**src/rtl/team_06_adc_capture_ctrl.sv**
```systemverilog
// Serial ADC capture controller: frames cs_n/sck, shifts in 8-bit samples MSB first, buffers them in a FIFO.
// Optional saturating drop counter output ovf_count when TEAM06_ADC_CAPTURE_OVF_CNT_EN is defined.
module team_06_adc_capture_ctrl #(
   parameter int unsigned DIV   = 4,
   parameter int unsigned GAP   = 4,
   parameter int unsigned DEPTH = 4
) (
   input  logic                    clk,
   input  logic                    rst,
   input  logic                    en,
   input  logic                    adc_serial_in,
   output logic                    sck,
   output logic                    cs_n,
   output logic [7:0]              sample_data,
   output logic                    sample_valid,
   input  logic                    sample_ready,
   output logic [$clog2(DEPTH):0]  fifo_count,
   output logic                    overflow,
`ifdef TEAM06_ADC_CAPTURE_OVF_CNT_EN
   output logic [7:0]              ovf_count,
`endif
   input  logic                    clr_ovf,
   output logic                    busy
);

   localparam int unsigned AW = $clog2(DEPTH);
   localparam int unsigned CW = AW + 1;

   typedef enum logic [2:0] {ST_IDLE, ST_SETUP, ST_SHIFT, ST_PUSH, ST_GAP} state_e;

   state_e          state_q, state_d;
   logic [7:0]      cnt_q, cnt_d;
   logic [2:0]      bit_q, bit_d;
   logic            hi_q, hi_d;
   logic [7:0]      shift_q, shift_d;
   logic            sck_q, sck_d;
   logic            cs_n_q, cs_n_d;
   logic            busy_q, busy_d;
   logic [7:0]      mem_q [DEPTH];
   logic [7:0]      mem_d [DEPTH];
   logic [AW-1:0]   wr_ptr_q, wr_ptr_d;
   logic [AW-1:0]   rd_ptr_q, rd_ptr_d;
   logic [CW-1:0]   count_q, count_d;
   logic [7:0]      data_q, data_d;
   logic            valid_q, valid_d;
   logic            ovf_q, ovf_d;
   logic [7:0]      ovf_cnt_q, ovf_cnt_d;
   logic            push, pop, full, wr_en, drop;

   // Frame sequencing, bit timing and FIFO next-state
   always_comb begin
      state_d   = state_q;
      cnt_d     = cnt_q;
      bit_d     = bit_q;
      hi_d      = hi_q;
      shift_d   = shift_q;
      mem_d     = mem_q;
      wr_ptr_d  = wr_ptr_q;
      rd_ptr_d  = rd_ptr_q;
      ovf_d     = ovf_q;
      ovf_cnt_d = ovf_cnt_q;
      push      = 1'b0;

      case (state_q)
         ST_IDLE: begin
            if (en) begin
               state_d = ST_SETUP;
               cnt_d   = 8'(DIV - 1);
            end
         end
         ST_SETUP: begin
            if (cnt_q == 8'd0) begin
               state_d = ST_SHIFT;
               cnt_d   = 8'(DIV - 1);
               hi_d    = 1'b0;
               bit_d   = 3'd0;
            end else begin
               cnt_d = cnt_q - 8'd1;
            end
         end
         ST_SHIFT: begin
            if (cnt_q != 8'd0) begin
               cnt_d = cnt_q - 8'd1;
            end else if (!hi_q) begin
               // sck rising: capture the data bit on this edge
               hi_d    = 1'b1;
               cnt_d   = 8'(DIV - 1);
               shift_d = {shift_q[6:0], adc_serial_in};
            end else if (bit_q == 3'd7) begin
               hi_d    = 1'b0;
               state_d = ST_PUSH;
            end else begin
               hi_d  = 1'b0;
               bit_d = bit_q + 3'd1;
               cnt_d = 8'(DIV - 1);
            end
         end
         ST_PUSH: begin
            push    = 1'b1;
            state_d = ST_GAP;
            cnt_d   = 8'(GAP - 1);
         end
         ST_GAP: begin
            if (cnt_q == 8'd0) begin
               state_d = en ? ST_SETUP : ST_IDLE;
               cnt_d   = 8'(DIV - 1);
            end else begin
               cnt_d = cnt_q - 8'd1;
            end
         end
         default: state_d = ST_IDLE;
      endcase

      sck_d  = (state_d == ST_SHIFT) && hi_d;
      cs_n_d = (state_d == ST_IDLE) || (state_d == ST_GAP);
      busy_d = (state_d != ST_IDLE);

      // A pop in the same cycle frees the slot, so a full FIFO still accepts the push
      full  = (count_q == CW'(DEPTH));
      pop   = valid_q && sample_ready;
      wr_en = push && (!full || pop);
      drop  = push && full && !pop;

      if (wr_en) begin
         mem_d[wr_ptr_q] = shift_q;
         wr_ptr_d        = wr_ptr_q + AW'(1);
      end
      if (pop) begin
         rd_ptr_d = rd_ptr_q + AW'(1);
      end
      count_d = count_q + CW'(wr_en) - CW'(pop);
      valid_d = (count_d != CW'(0));
      data_d  = valid_d ? mem_d[rd_ptr_d] : 8'h00;

      if (drop) begin
         ovf_d     = 1'b1;
         ovf_cnt_d = clr_ovf ? 8'd1 : ((ovf_cnt_q == 8'hFF) ? ovf_cnt_q : ovf_cnt_q + 8'd1);
      end else if (clr_ovf) begin
         ovf_d     = 1'b0;
         ovf_cnt_d = 8'd0;
      end
   end

   always_ff @(posedge clk or posedge rst) begin
      if (rst) begin
         state_q   <= ST_IDLE;
         cnt_q     <= 8'd0;
         bit_q     <= 3'd0;
         hi_q      <= 1'b0;
         shift_q   <= 8'd0;
         sck_q     <= 1'b0;
         cs_n_q    <= 1'b1;
         busy_q    <= 1'b0;
         mem_q     <= '{default: 8'h00};
         wr_ptr_q  <= '0;
         rd_ptr_q  <= '0;
         count_q   <= '0;
         data_q    <= 8'h00;
         valid_q   <= 1'b0;
         ovf_q     <= 1'b0;
         ovf_cnt_q <= 8'd0;
      end else begin
         state_q   <= state_d;
         cnt_q     <= cnt_d;
         bit_q     <= bit_d;
         hi_q      <= hi_d;
         shift_q   <= shift_d;
         sck_q     <= sck_d;
         cs_n_q    <= cs_n_d;
         busy_q    <= busy_d;
         mem_q     <= mem_d;
         wr_ptr_q  <= wr_ptr_d;
         rd_ptr_q  <= rd_ptr_d;
         count_q   <= count_d;
         data_q    <= data_d;
         valid_q   <= valid_d;
         ovf_q     <= ovf_d;
         ovf_cnt_q <= ovf_cnt_d;
      end
   end

   assign sck          = sck_q;
   assign cs_n         = cs_n_q;
   assign busy         = busy_q;
   assign sample_data  = data_q;
   assign sample_valid = valid_q;
   assign fifo_count   = count_q;
   assign overflow     = ovf_q;
`ifdef TEAM06_ADC_CAPTURE_OVF_CNT_EN
   assign ovf_count    = ovf_cnt_q;
`else
   logic unused_ovf_cnt;
   assign unused_ovf_cnt = ^ovf_cnt_q;
`endif

endmodule

```
**config.mk**
```make
export PLATFORM = sky130hd
export DESIGN_NAME = team_06_adc_capture_ctrl
export DESIGN_NICKNAME = d
export VERILOG_FILES = /design/src/rtl/team_06_adc_capture_ctrl.sv
export SDC_FILE = /design/constraint.sdc
export NUM_CORES = 1
export LEC_CHECK = 0
export CAP_MARGIN = 20
export CELL_PAD_IN_SITES_DETAIL_PLACEMENT = 0
export CELL_PAD_IN_SITES_GLOBAL_PLACEMENT = 1
export CORE_AREA = 2 2 94 96
export DETAILED_ROUTE_END_ITERATION = 7
export DIE_AREA = 0 0 96 98
export PLACE_DENSITY_LB_ADDON = 0.05
export SLEW_MARGIN = 20
export SYNTH_ARGS = -nofsm -noshare
export SYNTH_HDL_FRONTEND = slang
export SYNTH_SLANG_ARGS = --single-unit
```
**constraint.sdc**
```tcl
create_clock -name clk -period 3 [get_ports clk]
set_clock_uncertainty 0.15 [all_clocks]
set_input_delay 0.6 -clock clk [delete_from_list [all_inputs] [get_ports clk]]
set_output_delay 0.6 -clock clk [all_outputs]
set_load 0.05 [all_outputs]
```
Word level (Yosys, flattened, before mapping)
Cells that the tools add are included.
{ "word_totals": {"n_memories": 0, "rom_bits": 0, "out_inout_bits": 16, "latchBits": 0, "ff_bits": 75, "ramBits": 0, "word_cells": 103} }
{ "classes": {"n_mul": 0, "add_sub_neg": 6, "n_eq_ne": 14, "n_bitwise": 4, "mux": 35, "n_div": 0, "n_lt_le_gt_ge": 3, "n_shift": 0, "reduce_logical": 23} }
{ "op_table": {"columns": ["operator", "count"], "rows": [
  ["8-bit 2-to-1 mux", 9],
  ["32-bit bitwise mux", 1],
  ["32-bit 2-to-1 mux", 1],
  ["8-bit one-hot mux with 4 select lines", 1],
  ["3-bit 2-to-1 mux", 10],
  ["8-bit binary-select mux with 2-bit select", 1],
  ["8-bit demux with 2-bit select", 1],
  ["3-bit one-hot mux with 5 select lines", 1],
  ["3-bit == test, second input constant", 4],
  ["2-bit != test, second input constant", 5],
  ["3-bit by 2-bit == test with 1-bit output, second input constant", 3],
  ["8-bit logical NOT", 1],
  ["8-bit nonzero test", 1],
  ["8-bit by 1-bit subtractor with 8-bit output, second input constant", 1],
  ["1-bit 2-to-1 mux", 7],
  ["3-bit >= comparator, second input constant", 2],
  ["1-bit logical AND", 6],
  ["3-bit logical NOT", 2],
  ["2-bit inverter with 3-bit output", 2],
  ["3-bit one-hot mux with 2 select lines", 1],
  ["3-bit AND reduction", 2],
  ["3-bit nonzero test", 2],
  ["5-bit AND reduction", 1],
  ["2-bit by 1-bit adder with 2-bit output, second input constant", 2],
  ["14 further kinds", 18]
]} }

Logic depth before layout (Yosys ltp)
{ "depth": {"ltp_word": 11, "ltp_mapped": 12} }

Worst setup path after synthesis
No wires, ideal clock.
{ "synth_timing": {"path_type": "flip-flop to flip-flop", "from": "register valid_q, in the netlist sample_valid", "to": "register data_q[6], in the netlist sample_data[6]", "t_arrival_ns": 3.182, "path_stages_with_launch": 12, "period_less_slack_ns": 3.454, "path_slack_ns": -0.454, "cell_sequence": "dfrtp_1 a211o_1 or2_2 nand2_1 ha_1 inv_1 ha_1 fa_1 or3_1 nor2b_1 clkbuf_1 a32o_1"} }
{ "synth_via": {"elab_cells_between_ends": 13, "cone_classes": "2 x add/sub; 6 x mux; 1 x bitwise; 4 x reduce/logical"} }
{ "synth_lines": {"columns": ["item", "line", "source"], "rows": [
  ["start, declared", "45", "logic valid_q, valid_d;"],
  ["start signal, assigned", "176", "valid_q <= valid_d;"],
  ["1-bit logical AND (*)", "120", "pop = valid_q && sample_ready;"],
  ["1-bit logical OR", "121", "wr_en = push && (!full || pop);"],
  ["1-bit logical AND", "121", null],
  ["3-bit by 1-bit adder with 3-bit output", "131", "count_d = count_q + CW'(wr_en) - CW'(pop);"],
  ["3-bit by 1-bit subtractor with 3-bit output (*)", "131", null],
  ["named net count_d[1]", "43", "logic [CW-1:0] count_q, count_d;"],
  ["3-bit nonzero test (*)", "132", "valid_d = (count_d != CW'(0));"],
  ["named net valid_d", "45", null],
  ["8-bit 2-to-1 mux (*)", "133", "data_d = valid_d ? mem_d[rd_ptr_d] : 8'h00;"],
  ["named net data_d[6]", "44", "logic [7:0] data_q, data_d;"],
  ["end signal, assigned", "175", "data_q <= data_d;"],
  ["end, declared", "44", null]
]} }
The timed path passes the listed nets; every way through them passes the cells marked *. The select of a mux whose other input is x is not followed.
A chain may end at the register's enable or synchronous reset.

Worst setup path after layout
{ "layout_timing": {"from": "input sample_ready", "to": "register data_q[1], in the netlist sample_data[1]"} }
{ "layout_via": {"elab_cells_between_ends": 13, "cone_classes": "2 x add/sub; 6 x mux; 1 x bitwise; 4 x reduce/logical"} }
{ "layout_lines": {"columns": ["item", "line", "source"], "rows": [
  ["start, declared", "16", "input logic sample_ready,"],
  ["1-bit logical AND (*)", "120", null],
  ["1-bit logical OR", "121", null],
  ["1-bit logical AND", "121", null],
  ["3-bit by 1-bit adder with 3-bit output", "131", null],
  ["3-bit by 1-bit subtractor with 3-bit output (*)", "131", null],
  ["named net count_d[1]", "43", null],
  ["3-bit nonzero test (*)", "132", null],
  ["named net valid_d", "45", null],
  ["8-bit 2-to-1 mux (*)", "133", null],
  ["named net data_d[1]", "44", null]
]} }
Marked as above.

==> run metrics <==
Pint 2.13 mW; placer congestion estimate 0.779; Crit Path Category primary input to flip-flop; vias in the first global route 2325; Critical R2R Launch sample_valid; Post-synth EDFFs 0; Nets 351; initial antenna violation count 0; Seq/Total Area, Yosys 53.6%; Placed Area 4130 sq um; root buffer cell clkbuf_8; Hold WC Path Type flip-flop to flip-flop; Final Instance Area 4380 sq um; fin crit period 3010 ps; Synth Cell Area 3510 sq um; initial core utilization 41.4%; Worst Path Required 3090 ps; Finish-stage setup viols 2; max-capacitance violation count 0; 1st-iter DRT viols 61; share of cells above drive strength 1 33.9%; P per Cell Area 750 nW/um^2; Non-Filler Instances 447; RSZ-0062 raised after global routing true; Overall Global Routing Usage 16.5%; Syn-to-layout area delta 25.0%; yosys synthesis warning count 0; final hold violations 0; Cell variety after synth 47; async set-reset flop share out of synthesis 100%; failing checks negative setup slack; DIE HEIGHT 98 um; relative slew slack 50.6%; Leak 2.08 nW; post-DR vias/cell 5.02; clock share of power 24.7%; Comb pwr share 40.3%; Gate Count Post-Synth 283; Final Core Density 51.8%; Top Ports 22; Post-synth top flop dfrtp_1; Worst-path clk slew 80 ps; largest net degree at the start of global routing 42; TritonCTS Sinks 75; post-synthesis register bit count 75; Max FO, Critical Path 8; diode count 0; routed length per placed instance 15.2 um; Filler cells 781; Syn Area/Cell 12.4 sq um; Max Root-Sink Buffers 2; Final WS setup -9.67 ps; CP startpoint kind primary input; DR vias 2244; min-delay src bit_q[0]; crit path launch sample_ready; Skew-Pair Late Insertion Delay 350 ps; die area 9410 sq um; TritonCTS Buffers 9; syn nets 300; Hold Buf Count CTS 0; sw frac 35.1%; grt ovf 0; CTS tree done; Worst VDD drop 0.339 mV; Die W 96 um; Slew @ Worst Pin 736 ps; TritonRoute pass-1 iters 4; Max Freq 0.332 GHz; sequential share of power 35.0%; DP Cell Count 431; status finished, violations left; WP data arrival 3100 ps; CTS HTree Levels 3; post-DP HPWL 4590 um; NetSw 1.15 mW; Tcrit/Tclk final 100%; Design Power 3.29 mW; core area 8470 sq um; post-route ant nets 0; first-pass GRT wire length 11800 um; WL final 6770 um; fin. max-slew vios 0; # DRC 0; Critical Path Sink Type flip-flop; PortBufs 21; number of core rows 34
-- sequential cells by signal, summed over array words and instances, names as in the netlist --
signal and flops:
mem_q 32, cnt_q 8, sample_data 8, shift_q 8
bit_q 3, fifo_count 3, state_q 3, rd_ptr_q 2
wr_ptr_q 2, busy 1, cs_n 1, hi_q 1
overflow 1, sample_valid 1, sck 1
-- cells in the mapped netlist, types with 2 or more instances --
| cell type | count | area (sq um) |
|---|---|---|
| nand2b_1 | 24 | 150 |
| a21oi_1 | 3 | 15.0 |
| nor3b_1 | 2 | 15.0 |
| clkbuf_1 | 6 | 22.5 |
| dfrtp_1 | 74 | 1850 |
| or3_1 | 2 | 12.5 |
| buf_2 | 2 | 10.0 |
| nand2_1 | 10 | 37.5 |
| inv_1 | 15 | 56.3 |
| xnor2_1 | 2 | 17.5 |
| nor3_1 | 3 | 15.0 |
| o211ai_2 | 3 | 37.5 |
| ha_1 | 10 | 125 |
| nand4_1 | 5 | 31.3 |
| mux2_2 | 40 | 450 |
| nor2b_1 | 5 | 31.3 |
| o31ai_1 | 2 | 15.0 |
| o21ai_0 | 5 | 25.0 |
| a32o_1 | 8 | 80.1 |
| and2_1 | 2 | 12.5 |
| nor2_1 | 15 | 56.3 |
| nand3_1 | 7 | 35.0 |
| xor2_1 | 7 | 61.3 |
| o21ba_2 | 8 | 80.1 |
-- critical path: stages --
cell,delay (ps)
clkdlybuf4s15_2,190
a211o_4,320
or2_4,240
nand2_4,70
ha_4,190
inv_2,60
ha_4,120
fa_2,430
or3_4,420
nand2_8,100
o21ba_2,160
a32o_1,190
-- metal layers --
layer  track usage [%]  up-vias  wire, um
li1                  -     1096         -
met4              5.93        0       105
met3              4.01        7       161
met1              24.3     1121      3530
met5                 0        -         0
met2              23.6       20      2980
-- cell families (layout without fill, tap and decap cells) --
kind of cell | Yosys count | after routing | synth area share [%]
and+or+nand+nor | 83 | 83 | 13.5
muxes | 42 | 42 | 13.6
buffers and inverters | 24 | 80 | 2.85
adders and majority gates | 11 | 11 | 4.14
xor gates and xnor gates | 11 | 11 | 3.35
DFF | 75 | 75 | 53.6
AOI/OAI and AO/OA | 37 | 37 | 9.07
-- layout by cell type (no fill, tap or decap), types with 3 or more instances in the layout --
master / synthesis / final
inv_1: 15 / 13
dfrtp_1: 74 / 71
clkbuf_8: 0 / 10
nor2b_1: 5 / 4
ha_1: 10 / 8
o21ba_2: 8 / 6
buf_4: 0 / 23
dfrtp_2: 0 / 3
clkdlybuf4s50_1: 0 / 20
nor3_1: 3 / 3
mux2_2: 40 / 40
nand4_1: 5 / 5
a32o_1: 8 / 8
xor2_1: 7 / 7
buf_12: 0 / 5
a21oi_1: 3 / 3
nor2_1: 15 / 15
o21ai_0: 5 / 5
nand3_1: 7 / 7
clkinvlp_4: 0 / 3
nand2_1: 10 / 8
nand2b_1: 24 / 24
o211ai_2: 3 / 3
-- per-stage QoR --
stage / worst slack, ps / hold slack, ps / TNS [ps]
detailed placement: -875 / 326 / -7130
CTS: -33.6 / 339 / -207
finish: -9.67 / 333 / -15.5
global placement: -811 / 320 / -6670
floorplan: -244 / 307 / -1920
global route: -86.1 / 359 / -595
-- what timing repair did --
action | CTS | global route
setup endpoints to repair | 8 | 8
pin swaps | 11 | 1
setup buffers | 1 | 0
resized for setup | 10 | 0
-- worst paths after layout --
| path | to | depth (start not counted) | slack (ps) |
|---|---|---|---|
| min in group asynchronous | sck | 2 | 480 |
| setup reg to reg | sample_data[1] | 11 | 0 |
| setup / recovery | sample_data[1] | 12 | -10 |
| hold reg to reg | bit_q[0] | 1 | 330 |
| max in group asynchronous | mem_q[26] | 3 | 1610 |
| hold / removal | bit_q[0] | 1 | 330 |
-- power groups by stage --
stage               logic [mW]  clock network, mW  registers (mW)
floorplan                0.610                  0            1.39
global placement          1.24                  0            1.17
detailed placement        1.26                  0            1.17
CTS                       1.34              0.836            1.15
global route              1.44              0.881            1.16
finish                    1.32              0.811            1.15
-- layout make-up --
class	count	area, sq um	area share (%)
multi-input cells	184	1620	36.9
clock inverters	6	70.1	1.60
well taps	108	135	3.08
flip-flops and latches	75	1880	42.9
repair buffers	49	484	11.1
clock buffers	10	138	3.14
inverters	15	57.6	1.31
Power figures use the tool's default switching activity.
